**config.mk**
```make
export PLATFORM = sky130hd
export DESIGN_NAME = bp_update_ctrl
export DESIGN_NICKNAME = d
export VERILOG_FILES = /design/src/rtl/bp_update_ctrl.sv
export SDC_FILE = /design/constraint.sdc
export NUM_CORES = 1
export LEC_CHECK = 0
export BUFFER_PORTS_ARGS = -buffer_cell sky130_fd_sc_hd__buf_2
export CORE_ASPECT_RATIO = 1.5
export CORE_MARGIN = 2
export CORE_UTILIZATION = 53
export DETAILED_ROUTE_END_ITERATION = 12
export HOLD_SLACK_MARGIN = 0.15
export PLACE_DENSITY_LB_ADDON = 0.25
export SLEW_MARGIN = 20
export SYNTH_ARGS = -nofsm -noshare
export SYNTH_HDL_FRONTEND = slang
export SYNTH_SLANG_ARGS = --single-unit
```
**constraint.sdc**
```tcl
create_clock -name clk -period 3.8 [get_ports clk]
set_input_delay 0.19 -clock clk [delete_from_list [all_inputs] [get_ports clk]]
set_output_delay 0.19 -clock clk [all_outputs]
set_load 0.05 [all_outputs]
```
**src/rtl/bp_update_ctrl.sv**
```systemverilog
// Branch-resolution update controller: mispredict redirect, 2-bit BHT training,
// and a small circular FIFO that serialises BTB writes one per cycle.
module bp_update_ctrl #(
  parameter int FIFO_DEPTH   = 4,
  parameter int BHT_ADDR_LEN = 6
) (
  input  logic        clk,
  input  logic        rst_n,
  input  logic        ex_valid,
  output logic        ex_ready,
  input  logic [31:0] ex_PC,
  input  logic        ex_taken,
  input  logic [31:0] ex_target,
  input  logic        ex_pred_taken,
  input  logic [31:0] ex_pred_PC,
  output logic        redirect,
  output logic [31:0] redirect_PC,
  output logic        wr_req,
  output logic [31:0] wr_PC,
  output logic [31:0] wr_predicted_PC,
  output logic        wr_predicted_state_bit,
  output logic [31:0] br_count,
  output logic [31:0] mis_count
);

  localparam int PW    = (FIFO_DEPTH > 1) ? $clog2(FIFO_DEPTH) : 1;
  localparam int BHT_N = 1 << BHT_ADDR_LEN;

  typedef struct packed {
    logic [31:0] pc;
    logic [31:0] tgt;
    logic        st;
  } entry_t;

  entry_t                  fifo_q [FIFO_DEPTH];
  logic [PW-1:0]           rd_ptr_q, wr_ptr_q;
  logic [PW:0]             cnt_q, cnt_d;
  logic [1:0]              bht_q [BHT_N];

  logic                    redirect_q;
  logic [31:0]             redirect_pc_q, redirect_pc_d;
  logic                    wr_req_q;
  logic [31:0]             wr_pc_q, wr_tgt_q;
  logic                    wr_st_q;
  logic [31:0]             br_cnt_q, mis_cnt_q;

  logic                    accept, mispredict, push, pop, new_state;
  logic [BHT_ADDR_LEN-1:0] idx;
  logic [1:0]              ctr_cur, ctr_d;
  entry_t                  push_entry;

  // Readiness looks only at registered occupancy, so a same-cycle pop never frees a slot.
  assign ex_ready = (cnt_q < (PW+1)'(FIFO_DEPTH));
  assign accept   = ex_valid && ex_ready;

  assign idx     = ex_PC[BHT_ADDR_LEN+1:2];
  assign ctr_cur = bht_q[idx];

  always_comb begin
    ctr_d = ctr_cur;
    if (ex_taken) begin
      if (ctr_cur != 2'b11) ctr_d = ctr_cur + 2'b01;
    end else begin
      if (ctr_cur != 2'b00) ctr_d = ctr_cur - 2'b01;
    end
  end

  assign new_state  = ctr_d[1];
  assign mispredict = accept &&
                      ((ex_pred_taken != ex_taken) || (ex_taken && (ex_pred_PC != ex_target)));
  assign push       = accept &&
                      ((new_state != ex_pred_taken) || (new_state && (ex_pred_PC != ex_target)));
  assign pop        = (cnt_q != '0);

  assign redirect_pc_d = ex_taken ? ex_target : (ex_PC + 32'd4);
  assign cnt_d         = cnt_q + (PW+1)'(push) - (PW+1)'(pop);

  assign push_entry.pc  = ex_PC;
  assign push_entry.tgt = ex_target;
  assign push_entry.st  = new_state;

  // Storage needs no reset: occupancy gates every read.
  always_ff @(posedge clk) begin
    if (push) fifo_q[wr_ptr_q] <= push_entry;
  end

  always_ff @(posedge clk) begin
    if (!rst_n) begin
      rd_ptr_q      <= '0;
      wr_ptr_q      <= '0;
      cnt_q         <= '0;
      for (int i = 0; i < BHT_N; i++) bht_q[i] <= 2'b01;
      redirect_q    <= 1'b0;
      redirect_pc_q <= '0;
      wr_req_q      <= 1'b0;
      wr_pc_q       <= '0;
      wr_tgt_q      <= '0;
      wr_st_q       <= 1'b0;
      br_cnt_q      <= '0;
      mis_cnt_q     <= '0;
    end else begin
      cnt_q      <= cnt_d;
      redirect_q <= mispredict;
      if (mispredict) redirect_pc_q <= redirect_pc_d;
      if (accept) begin
        bht_q[idx] <= ctr_d;
        br_cnt_q   <= br_cnt_q + 32'd1;
      end
      if (mispredict) mis_cnt_q <= mis_cnt_q + 32'd1;
      if (push) wr_ptr_q <= wr_ptr_q + PW'(1);
      // Head leaves the FIFO this cycle and is presented on the BTB port next cycle.
      wr_req_q <= pop;
      if (pop) begin
        rd_ptr_q <= rd_ptr_q + PW'(1);
        wr_pc_q  <= fifo_q[rd_ptr_q].pc;
        wr_tgt_q <= fifo_q[rd_ptr_q].tgt;
        wr_st_q  <= fifo_q[rd_ptr_q].st;
      end
    end
  end

  assign redirect               = redirect_q;
  assign redirect_PC            = redirect_pc_q;
  assign wr_req                 = wr_req_q;
  assign wr_PC                  = wr_pc_q;
  assign wr_predicted_PC        = wr_tgt_q;
  assign wr_predicted_state_bit = wr_st_q;
  assign br_count               = br_cnt_q;
  assign mis_count              = mis_cnt_q;

endmodule
```
-- Word level (Yosys, flattened, before mapping)
Memories as Yosys holds them, arrays and structs flattened. A register that Yosys moved wholly into a read port is not among the register bits.
Index checks and enable logic that the tools add are counted.
- add/sub/neg operators: 9
- order comparisons: 1
- equality and inequality tests: 4
- muxes and demuxes: 13
- reduce and logical (&&, ||, !) cells: 11
- operators by type and width (operator ; number):
    adder 32 x 1 -> 32 bit, second input constant ; 2
    adder 32 x 3 -> 32 bit, second input constant ; 1
    2-to-1 mux 32 bit ; 1
    inequality test 32 bit ; 1
    2-to-1 mux 2 bit ; 4
    2-to-1 mux 1 bit ; 7
    adder 2 x 1 -> 2 bit, second input constant ; 3
    2-to-1 mux 6 bit ; 1
    logical AND 1 bit ; 5
    adder 3 x 1 -> 3 bit ; 1
    < comparator 3 bit, second input constant ; 1
    nonzero test 3 bit ; 1
    subtractor 3 x 1 -> 3 bit ; 1
    logical OR 1 bit ; 2
    inequality test 1 bit ; 2
    inequality test 2 bit, second input constant ; 1
    nonzero test 2 bit ; 1
    OR reduction 2 bit ; 1
    subtractor 2 x 1 -> 2 bit, second input constant ; 1
    logical NOT 1 bit ; 1
- flip-flop bits (word level): 105
- bits in writable memories: 388
- logic and storage cells: 48
- memories: 2
- memories (memory ; words ; bits a word ; rd ports ; clocked after memory_dff ; write ports ; line ; text):
    fifo_q ; 4 ; 65 ; 1 ; 1 ; 1 ; 35 ; entry_t fifo_q [FIFO_DEPTH];
    bht_q ; 64 ; 2 ; 1 ; 0 ; 64 ; 38 ; logic [1:0] bht_q [BHT_N];

-- Logic depth before layout (Yosys ltp)
Gate-level depths: netlist (run 1).
An unclocked memory read counts as a cell.
- word-level depth: 9
- gate-level depth with buffers: 22

-- Worst setup path before layout (run 1)
Ideal clock, no wire load.
- kind: input -> register
- start: input ex_PC[3]
- end: memory fifo_q[2][0] in the netlist's numbering (enable)
- setup time: 430 ps
- arrival: 3672 ps
- setup slack: -301 ps
- stages on the path: 13
- path buffers: 2
- path through: buf_4 -> buf_2 -> mux4_2 -> nand2_1 -> a21oi_1 -> a211oi_1 -> nand4_1 -> inv_1 -> maj3_2 -> inv_2 -> mux2i_1 -> nor2_2 -> and2_1
- word-level cells in the longest chain between the ends: 9
- elaborated cells between the ends (all ways): 14
- ends and longest elaborated chain (item ; line ; text):
    start, declared ; 11 ; input logic [31:0] ex_PC,
    memory read (64 x 2 bit) (*) ; n/a ;
    subtractor 2 x 1 -> 2 bit, or another cell as far along ; 64 ; if (ctr_cur != 2'b00) ctr_d = ctr_cur - 2'b01;
    2-to-1 mux 2 bit, on equally long branches ; 64, 62 ;
    2-to-1 mux 2 bit (*) ; 61 ; if (ex_taken) begin
    via ctr_d[1] ; 49 ; logic [1:0] ctr_cur, ctr_d;
    inequality test 1 bit or logical AND 1 bit (tied branches) ; 72 ; ((new_state != ex_pred_taken) || (new_state && (ex_pred_PC != ex_target)));
    logical OR 1 bit (*) ; 72 ;
    logical AND 1 bit (*) ; 71 ; assign push = accept &&
    2-to-1 mux 1 bit (*) ; 84 ; if (push) fifo_q[wr_ptr_q] <= push_entry;
    2-to-1 mux 1 bit (not written as such) (*) ; 84 ;
    end, declared ; 35 ;
The timed path passes the listed nets; every way through them passes the cells marked *.

-- Worst setup path after layout (run 1)
- start: memory bht_q[6][1]
- end: register cnt_q[2]
- word-level cells in the longest chain between the ends: 9
- elaborated cells between the ends (all ways): 14
- ends and longest elaborated chain (item ; line ; text):
    start, declared ; 38 ;
    memory read (64 x 2 bit) (*) ; n/a ;
    subtractor 2 x 1 -> 2 bit, or another cell as far along ; 64 ;
    2-to-1 mux 2 bit, on equally long branches ; 64, 62 ;
    2-to-1 mux 2 bit (*) ; 61 ;
    via ctr_d[1] ; 49 ;
    inequality test 1 bit or logical AND 1 bit (tied branches) ; 72 ;
    logical OR 1 bit (*) ; 72 ;
    logical AND 1 bit (*) ; 71 ;
    adder 3 x 1 -> 3 bit (*) ; 76 ; assign cnt_d = cnt_q + (PW+1)'(push) - (PW+1)'(pop);
    subtractor 3 x 1 -> 3 bit (*) ; 76 ;
    end signal, assigned ; 102 ; cnt_q <= cnt_d;
    end, declared ; 37 ; logic [PW:0] cnt_q, cnt_d;
Marks and branches as above.
A chain may end at the register's enable or synchronous reset.

==> results of run 1 <==
power groups by stage:
stage / logic [mW] / registers (mW) / clock network (mW)
global route: 4.89 / 7.58 / 5.24
detailed placement: 4.55 / 7.65 / 0
CTS: 4.62 / 7.52 / 5.00
floorplan: 2.18 / 8.65 / 0
global placement: 4.49 / 7.62 / 0
finish: 4.59 / 7.52 / 4.93
cell usage after synthesis (38+ instances only):
cell type  instances
xor2_1            71
nand3_1           67
dfxtp_1          170
nor3_1            68
a21oi_1          121
nor2_1           186
nand2_1          247
edfxtp_1         388
o21ai_0           91
mux4_2            83
clkbuf_1          92
xnor2_1           41
mux2i_1           38
cell families (layout without fill, tap and decap cells):
family | Yosys count | after routing | synth area share (%)
AO/OA/AOI/OAI | 234 | 234 | 5.24
XOR/XNOR | 112 | 112 | 4.15
adder cells (fa/ha/maj) | 11 | 11 | 0.609
buffers and inverters | 158 | 532 | 2.77
flip-flops | 558 | 558 | 63.8
multiplexers | 127 | 127 | 9.81
AND/OR/NAND/NOR | 698 | 698 | 13.7
cells in the final DEF (no fill, tap or decap), types with 67 or more instances in the layout:
cell type / instances
dfxtp_1: 168
a21oi_1: 121
o21ai_0: 91
edfxtp_1: 388
xor2_1: 71
mux4_2: 83
buf_2: 264
nor2_1: 186
nand2_1: 247
nor3_1: 67
nand3_1: 67
cell type report:
type	instances	area, µm²	share of cell area [%]
sequential	558	15100	53.4
multi-input combinational	1182	7940	28.2
timing repair buffer	409	2770	9.82
clock buffer	74	1400	4.98
tap	576	721	2.56
clock inverter	22	191	0.679
inverter	27	104	0.368
final timing paths:
path | endpoint | cells after the start | slack [ns]
setup / recovery | cnt_q[2] | 18 | 0.18
hold / removal | fifo_q[2][35] | 2 | 0.19
setup reg to reg | cnt_q[2] | 18 | 0.18
hold reg to reg | wr_PC[15] | 2 | 0.45
state kept, by name (all words and copies together) (netlist names):
register / count
wr_ptr_q: 2
wr_PC: 32
wr_predicted_state_bit: 1
redirect_PC: 32
bht_q: 128
mis_count: 32
wr_predicted_PC: 32
redirect: 1
wr_req: 1
rd_ptr_q: 2
fifo_q: 260
br_count: 32
cnt_q: 3
per-layer routing:
metal	vias to the layer above	track usage (%)	wire, µm	part of all wire [%]
met1	8035	30.0	22200	36
met4	2	13.6	3320	5.3
met2	631	48.5	33000	53
met5	-	0	13	0.021
li1	7506	-	-	-
met3	167	3.99	3650	5.9
timing repair:
action / in CTS / in global routing
gates resized for setup: 0 / 2
hold buffers: 63 / 0
endpoints found under the setup margin: 0 / 1
hold endpoints to repair: 274 / 0
==> flow_metrics.tcl, run 1 <==
set metrics [dict create \
    synth_top_area_share_pct 49.3 \
    grt_antenna_before_repair 1 \
    post_cts_buffers 0 \
    pin_count 265 \
    crit_top_cell "inv_1" \
    initial_core_util_pct 53.8 \
    final_util_pct 64.2 \
    endpoint_kind "flop" \
    drt_wl_total_mm 62.2 \
    netlist.top_cell.by_area "edfxtp_1" \
    synth_seq_cells 558 \
    hold_start "ex_PC[2]" \
    fin_cells 2848 \
    htreeDepth 2 \
    cp_top_family "adder cells" \
    clk_latency_ns 0.59 \
    startpoint "bht_q[6][1]" \
    rows 94 \
    cp_max_fo 2 \
    swShare_pct 33.4 \
    coreArea_um2 43900 \
    setup_ws_ns 0.183 \
    worst_slew_pin_slew_ns 1.12 \
    fin_crit_sh_pct 95.2 \
    async_flop_share_pct 0 \
    dr.pass1.iters 5 \
    worstReg2RegStart "bht_q[6][1]" \
    max-cap-violations 0 \
    fmax_mhz 277 \
    synth_edf_count 388 \
    synth-seq-area-share_pct 63.8 \
    rsz0062_at_grt "no" \
    critPathKind "reg -> reg" \
    place_area_um2 25900 \
    dieArea_um2 46300 \
    fp.dieH_um 263 \
    p_per_area_nw_per_um2 605 \
    diodes 0 \
    drive_above_1_share_pct 23.9 \
    synth_area_um2 23600 \
    synth_area_per_cell_um2 12.4 \
    yosysUniqueCellTypes 60 \
    pwr-share-seq_pct 44.1 \
    finalMaxSlewViolations 0 \
    fin_worst_hold_slack_ns 0.190 \
    setup_viol 0 \
    numPlacedInstances 2689 \
    wire_per_inst_um 21.8 \
    hold_class "in -> reg" \
    ys_top_cells_by_area "edfxtp_1, dfxtp_1, mux4_2" \
    overflow 0 \
    finClkSkew_ns 0.0181 \
    gp_congestion 0.911 \
    worstPathRequired_ns 4.26 \
    power.internal_mw 11.3 \
    clockBufferDepth 3 \
    grt_usage_pct 26.7 \
    hold_viol 0 \
    cpPeakStageDelay_ns 0.47 \
    grt_max_degree 68 \
    clk_pin_slew_ns 0.07 \
    first_iter_violations 1208 \
    syn-num-nets 2009 \
    via_per_inst 5.74 \
    maxSlewHeadroom_pct 25.0 \
    design_area_um2 28200 \
    portBuffers 264 \
    timing.setup.tns_ns 0 \
    pre_cts_ws_ns -0.0667 \
    totalPowerFinal_mw 17.0 \
    grt_pass1_vias 16500 \
    status "complete, no violations" \
    finalNetCount 2340 \
    ant_nets 0 \
    num-fill-cells 3301 \
    grt_first_pass_wirelength_mm 94.2 \
    die_w_um 176 \
    critPathSlowestCell "mux4_2" \
    synthToLayoutAreaGrowth_pct 19.4 \
    cts_tree "built" \
    num_vias 16300 \
    period_needed_ns 3.62 \
    crit_buf_inv 4 \
    synthCells 1898 \
    crit_arrival_ns 4.08 \
    numCtsBuffers 51 \
    peakVddDrop_mv 0.534 \
    leakage_nw 10.2 \
    worstSetupStartpointType "flop" \
    ys.flop_type "edfxtp_1" \
    clkPwrFrac_pct 28.9 \
    dp_hpwl_mm 42.6 \
    route.detailed.drc 0 \
    path_cells "mux4_2 > mux2i_1 > nor2_1 > a211oi_2 > and4_1 > maj3_2 > inv_2 > mux2i_1 > nor2_2 > inv_1 > ha_1 > inv_1 > ha_1 > inv_1 > fa_1 > xor2_1 > xnor2_1 > nor2_1" \
    cts.sinks 558 \
    synth_warnings 0 \
    root_buffer "clkbuf_16" \
    switchingPower_mw 5.70 \
    combinationalPowerShare_pct 26.9 \
]
(Power assumes the default switching activity.)
==> inputs of run 2 (changes only) <==
CTS_CLUSTER_DIAMETER = 150   (was unset)
MAX_ROUTING_LAYER = met4   (was unset)
SETUP_SLACK_MARGIN = 0.2   (was unset)
==> run 2 against run 1 <==
Compared with the run above:
- clock skew shrank 0.0059 ns
- setup slack better by 0.078 ns
- cell count is the same
- critical path depth is the same
- die area is the same
- first-iteration DRC count is 37% higher
- clock power up 6.9%
- hold slack gained 0.0093 ns
- sequential power fell by 0.5%
- non-clock buffer count did not move
- flip-flop and latch count stayed put
- highest routed layer is now met4
- wire length decreased by 0.64%
==> flow_metrics.tcl, run 2 (same netlist as run 1, synthesis figures left out) <==
set metrics [dict create \
    drt_wl_total_mm 61.8 \
    maxSlewHeadroom_pct 32.7 \
    worstReg2RegEnd "cnt_q[2]" \
    timing.setup.tns_ns 0 \
    grt_pass1_vias 16400 \
    synthToLayoutAreaGrowth_pct 20.1 \
    setup_viol 0 \
    clkPwrFrac_pct 30.3 \
    worstSetupStartpointType "flop" \
    final_cell_mix "edfxtp_1, buf_2, nand2_1" \
    finalMaxSlewViolations 0 \
    dieArea_um2 46300 \
    ant_nets 0 \
    overflow 0 \
    grt_usage_pct 27.4 \
    hold_end "fifo_q[2][35]" \
    fin_crit_sh_pct 93.1 \
    cts.sinks 558 \
    coreArea_um2 43900 \
    grt_max_degree 74 \
    min_delay_path_depth 2 \
    initial_core_util_pct 53.8 \
    r2r_slack_ns 0.26 \
    grt_antenna_before_repair 1 \
    num_vias 16300 \
    numCtsBuffers 51 \
    power.internal_mw 11.7 \
    finalNetCount 2340 \
    cts_tree "built" \
    route.met2.wl_mm 33.1 \
    htreeDepth 2 \
    grt_first_pass_wirelength_mm 94.0 \
    endpoint_kind "flop" \
    finClkSkew_ns 0.0122 \
    hold_class "in -> reg" \
    drive_above_1_share_pct 24.5 \
    worst_slew_pin_slew_ns 1.00 \
    status "complete, no violations" \
    via_per_inst 5.73 \
    reg_top3 "fifo_q (260), bht_q (128)" \
    critPathSlowestCell "mux4_2" \
    topRoutingLayerUsed "met4" \
    cp_max_fo 2 \
    clk_latency_ns 0.58 \
    period_needed_ns 3.54 \
    pwr-share-seq_pct 43.1 \
    swShare_pct 32.8 \
    fp.dieH_um 263 \
    rows 94 \
    reg2reg_depth 18 \
    gp_congestion 0.901 \
    max-cap-violations 0 \
    p_per_area_nw_per_um2 612 \
    switchingPower_mw 5.69 \
    hold_start "ex_PC[2]" \
    combinationalPowerShare_pct 26.6 \
    first_iter_violations 1656 \
    num-fill-cells 3298 \
    crit_arrival_ns 3.99 \
    layout_commonest_cell "edfxtp_1" \
    route.detailed.drc 0 \
    pin_count 265 \
    wl_met3_mm 3.46 \
    path_cells "mux4_2 > mux2i_4 > o22ai_1 > nor2_1 > and4_1 > maj3_2 > inv_2 > mux2i_1 > nor2_2 > inv_1 > ha_1 > inv_1 > ha_1 > inv_1 > fa_2 > xor2_1 > xnor2_1 > nor2_1" \
    regMostFlops "fifo_q" \
    peakVddDrop_mv 0.526 \
    worstPathRequired_ns 4.25 \
    clk_pin_slew_ns 0.07 \
    dp_hpwl_mm 42.6 \
    cpPeakStageDelay_ns 0.51 \
    critPathKind "reg -> reg" \
    rsz0062_at_grt "yes" \
    crit_top_cell "inv_1" \
    root_buffer "clkbuf_16" \
    m1WireLength_mm 22.4 \
    clockBufferDepth 3 \
    fmax_mhz 283 \
    worstReg2RegStart "bht_q[58][1]" \
    leakage_nw 10.3 \
    dr.pass1.iters 7 \
    hold_viol 0 \
    portBuffers 264 \
    die_w_um 176 \
    fin_worst_hold_slack_ns 0.200 \
    largest_reg_flops 260 \
    wire_per_inst_um 21.7 \
]
run 2: changes by cell type in the layout (fill, tap and decap cells not counted), sizes merged:
| cell | before | now |
|---|---|---|
| bufinv | 2 | 4 |
| clkinv | 19 | 11 |
| clkbuf | 74 | 76 |
| diode | 0 | 1 |
| clkinvlp | 0 | 1 |
| inv | 28 | 30 |
run 2: worst max-delay path: cells and delay by family, from the launching register on:
family                     cells  cell delay, ns
buffers and inverters          4            0.22
adders and majority gates      4            0.97
and+or+nand+nor                4            0.59
AOI/OAI and AO/OA              1            0.09
muxes                          3            0.82
xor gates and xnor gates       2            0.33
DFF                            1            0.40
run 2: per-layer routing:
metal | vias to the layer above | global-route usage (%)
met1 | 8088 | 29.8
li1 | 7513 | -
met5 | - | -
met2 | 579 | 49.4
met4 | 0 | 11.9
met3 | 152 | 3.79
run 2: worst max path at each step:
| stage | to | startpoint | slack [ns] | cells past startpoint |
|---|---|---|---|---|
| finish | cnt_q[2] | bht_q[58][1] | 0.26 | 18 |
| global route | cnt_q[2] | bht_q[58][1] | 0.09 | 18 |
| CTS | cnt_q[2] | bht_q[2][1] | 0.23 | 18 |
| detailed placement | cnt_q[2] | ex_PC[3] | -0.19 | 20 |
| global placement | cnt_q[2] | ex_PC[3] | -0.13 | 20 |
| floorplan | cnt_q[2] | ex_PC[3] | 0.34 | 21 |
run 2: layout make-up:
cell class	count	area, µm²	share of cell area [%]
clock buffer	76	1510	5.34
antenna	1	2.50	0.00883
timing repair buffer	409	2770	9.76
inverter	27	104	0.366
clock inverter	19	216	0.764
tap	576	721	2.54
multi-input combinational	1182	7960	28.1
sequential	558	15100	53.1
run 2: repair_timing:
action                                 in CTS  in global routing
endpoints found under the hold margin     271                  0
setup buffers                               0                  3
pin swaps                                   1                  9
gates resized for setup                     3                  4
hold buffers                               63                  0
setup endpoints to repair                   1                  1
run 2: through the flow:
step	instances	setup WS [ns]	util [%]	instance area, µm²	total power, mW
floorplan	1898	0.345	-	23600	10.8
global route	2848	0.0927	64.6	28300	18.0
finish	2848	0.262	64.6	28300	17.4
detailed placement	2686	-0.192	59.1	25900	12.2
global placement	2686	-0.127	59.1	25900	12.1
CTS	2844	0.227	64.5	28300	17.5
run 2: power by group through the flow:
| stage | logic [mW] | clock network, mW | registers [mW] |
|---|---|---|---|
| floorplan | 2.18 | 0 | 8.65 |
| global placement | 4.51 | 0 | 7.58 |
| detailed placement | 4.57 | 0 | 7.60 |
| CTS | 4.64 | 5.34 | 7.48 |
| global route | 4.91 | 5.59 | 7.54 |
| finish | 4.61 | 5.27 | 7.48 |
==> inputs of run 3 (changes only) <==
ABC_AREA = 1   (was unset)
CORE_UTILIZATION = 54   (was 53)
==> run 3 against run 2 <==
Compared with the run above:
- area after synthesis grew 9.6%
- final area grew 5.9%
- register-to-register slack gained 0.36 ns
- critical path depth grew 3
- largest cell class unchanged
==> flow_metrics.tcl, run 3 <==
set metrics [dict create \
    ctsResizeCount 0 \
    clockBufferDepth 3 \
    max-cap-violations 0 \
    grt_antenna_before_repair 4 \
    totalPowerFinal_mw 17.8 \
    overflow 0 \
    maxSlewHeadroom_pct 24.5 \
    finalMaxSlewViolations 0 \
    period_needed_ns 3.22 \
    cts_hold_buf 63 \
    dr.pass1.iters 9 \
    hold_class "in -> reg" \
    layout_commonest_cell "nand2_1" \
    worstPathRequired_ns 4.32 \
    pre_cts_ws_ns 0.437 \
    dieArea_um2 49700 \
    drt_wl_total_mm 75.4 \
    cts.sinks 558 \
    reg_top3 "fifo_q (260), bht_q (128)" \
    num-fill-cells 3864 \
    met1_usage_pct 33.7 \
    coreArea_um2 47500 \
    rows 98 \
    worstReg2RegEnd "cnt_q[2]" \
    async_flop_share_pct 0 \
    portBuffers 264 \
    design_area_um2 30000 \
    fp.dieH_um 272 \
    crit_arrival_ns 3.73 \
    use_met3_pct 3.96 \
    yosysUniqueCellTypes 50 \
    reg2reg_depth 19 \
    hold_end "fifo_q[2][35]" \
    wire_per_inst_um 19.9 \
    largest_reg_flops 260 \
    worstSetupStartpointType "primary input" \
    leakage_nw 12.2 \
    grt_max_degree 132 \
    busiest_layer "met2" \
    gp_congestion 0.973 \
    clk_latency_ns 0.59 \
    first_iter_violations 1796 \
    fin_crit_sh_pct 84.6 \
    final_util_pct 63.2 \
    synthToLayoutAreaGrowth_pct 15.9 \
    synth_warnings 0 \
    grt_usage_pct 31.0 \
    route.detailed.drc 0 \
    critPathKind "in -> reg" \
    synth_area_um2 25900 \
    die_w_um 183 \
    post_cts_buffers 0 \
    hold_viol 0 \
    gr-usage-met2_pct 54.0 \
    grt_pass1_vias 20700 \
    multiInputGateArea_um2 9000 \
    num_vias 21100 \
    fmax_mhz 311 \
    grt_first_pass_wirelength_mm 116 \
    synth-seq-area-share_pct 58.2 \
    numPlacedInstances 3623 \
    syn-num-nets 2974 \
    synth_top_area_share_pct 45.0 \
    ys.flop_type "edfxtp_1" \
    cp_max_fo 11 \
    final_cell_mix "nand2_1, nor2_1, edfxtp_1" \
    dp_hpwl_mm 51.6 \
    setup_ws_ns 0.585 \
    hold_start "ex_PC[2]" \
    pin_count 265 \
    htreeDepth 2 \
    r2r_slack_ns 0.62 \
    fin_worst_hold_slack_ns 0.167 \
    finalNetCount 3250 \
    synthCells 2863 \
    synth_area_per_cell_um2 9.04 \
    peakVddDrop_mv 0.535 \
    synth_edf_count 388 \
    regMostFlops "fifo_q" \
    endpoint_kind "flop" \
    p_per_area_nw_per_um2 593 \
    numCtsBuffers 51 \
    clk_pin_slew_ns 0.06 \
    setup_viol 0 \
    status "complete, no violations" \
    synth_common_cells "nand2_1, nor2_1, edfxtp_1" \
    regArea_um2 15100 \
    yosysMostFrequentCell "nand2_1" \
    rsz0062_at_grt "no" \
    netlist.top_cell.by_area "edfxtp_1" \
    place_area_um2 27800 \
    worstReg2RegStart "bht_q[39][0]" \
    root_buffer "clkbuf_16" \
    cts_tree "built" \
    finClkSkew_ns 0.0199 \
    fin_cells 3786 \
    worst_slew_pin_slew_ns 1.13 \
    ant_nets 0 \
    drive_above_1_share_pct 13.5 \
    synth_seq_cells 558 \
    timing.setup.tns_ns 0 \
    ys_top_cells_by_area "edfxtp_1, dfxtp_1, nand2_1" \
    min_delay_path_depth 2 \
    initial_core_util_pct 54.5 \
    via_per_inst 5.58 \
]
-- run 3: changes by cell type in the layout (fill, tap and decap cells not counted), moves of 27 or more --
cell,change
nor2_1,+257
o21ai_0,+88
buf_4,-46
mux2i_1,+30
xnor2_1,-27
a21oi_1,-68
nand2_1,+447
inv_1,+287
mux4_2,-83
o221ai_1,+64
-- run 3: worst max path at each step --
| stage | endpoint | slack (ns) | startpoint |
|---|---|---|---|
| after detailed placement | cnt_q[2] | 0.44 | ex_PC[4] |
| after floorplan | fifo_q[0][0] | 0.17 | ex_PC[2] |
| final | cnt_q[2] | 0.58 | ex_PC[5] |
| after CTS | cnt_q[2] | 0.64 | ex_target[19] |
| after global placement | cnt_q[2] | 0.44 | ex_PC[2] |
| after global routing | cnt_q[2] | 0.30 | ex_PC[5] |
-- run 3: cell families (layout without fill, tap and decap cells) --
family,after synthesis,after routing,synth area share [%]
and+or+nand+nor,1380,1380,22.0
DFF,558,558,58.2
buffers and inverters,460,778,7.24
AOI/OAI and AO/OA,330,330,7.57
muxes,65,65,2.51
xor gates and xnor gates,60,60,2.03
adders and majority gates,10,10,0.512
other,0,5,0
-- run 3: worst max-delay path, stage by stage --
cell and delay, ns:
dlygate4sd3_1 0.52, buf_2 0.24, nand2_1 0.24, nor2_1 0.30
o21ai_1 0.12, nand2_1 0.08, nor2_1 0.05, nand2_2 0.10
nand2_1 0.06, nand2_1 0.13, nand2_2 0.07, nand2_2 0.10
nand3_4 0.16, ha_1 0.34, inv_1 0.06, ha_1 0.13
inv_1 0.05, fa_1 0.36, xor2_1 0.17, o21ai_0 0.10
a21oi_1 0.17
-- run 3: routing by layer --
layer  vias to the layer above  part of all wire, %  wire, µm
met2                       827                   51     38600
met4                         0                  6.9      5220
met1                     10000                   36     27300
met3                       253                  5.6      4230
li1                      10000                    -         -
met5                         -                    0         0
-- run 3: area by class of cell --
| class | instances | area share [%] |
|---|---|---|
| diodes | 5 | 0.0417 |
| clock buffers | 73 | 4.90 |
| clock inverters | 22 | 0.442 |
| inverters | 324 | 4.06 |
| multi-input cells | 1845 | 30.0 |
| flip-flops and latches | 558 | 50.2 |
| well taps | 600 | 2.50 |
| repair buffers | 359 | 7.86 |
-- run 3: power by group --
part           switching [mW]  internal, mW
clock network            2.25          2.70
logic                    3.90          1.34
registers               0.439          7.18
total                    6.59          11.2
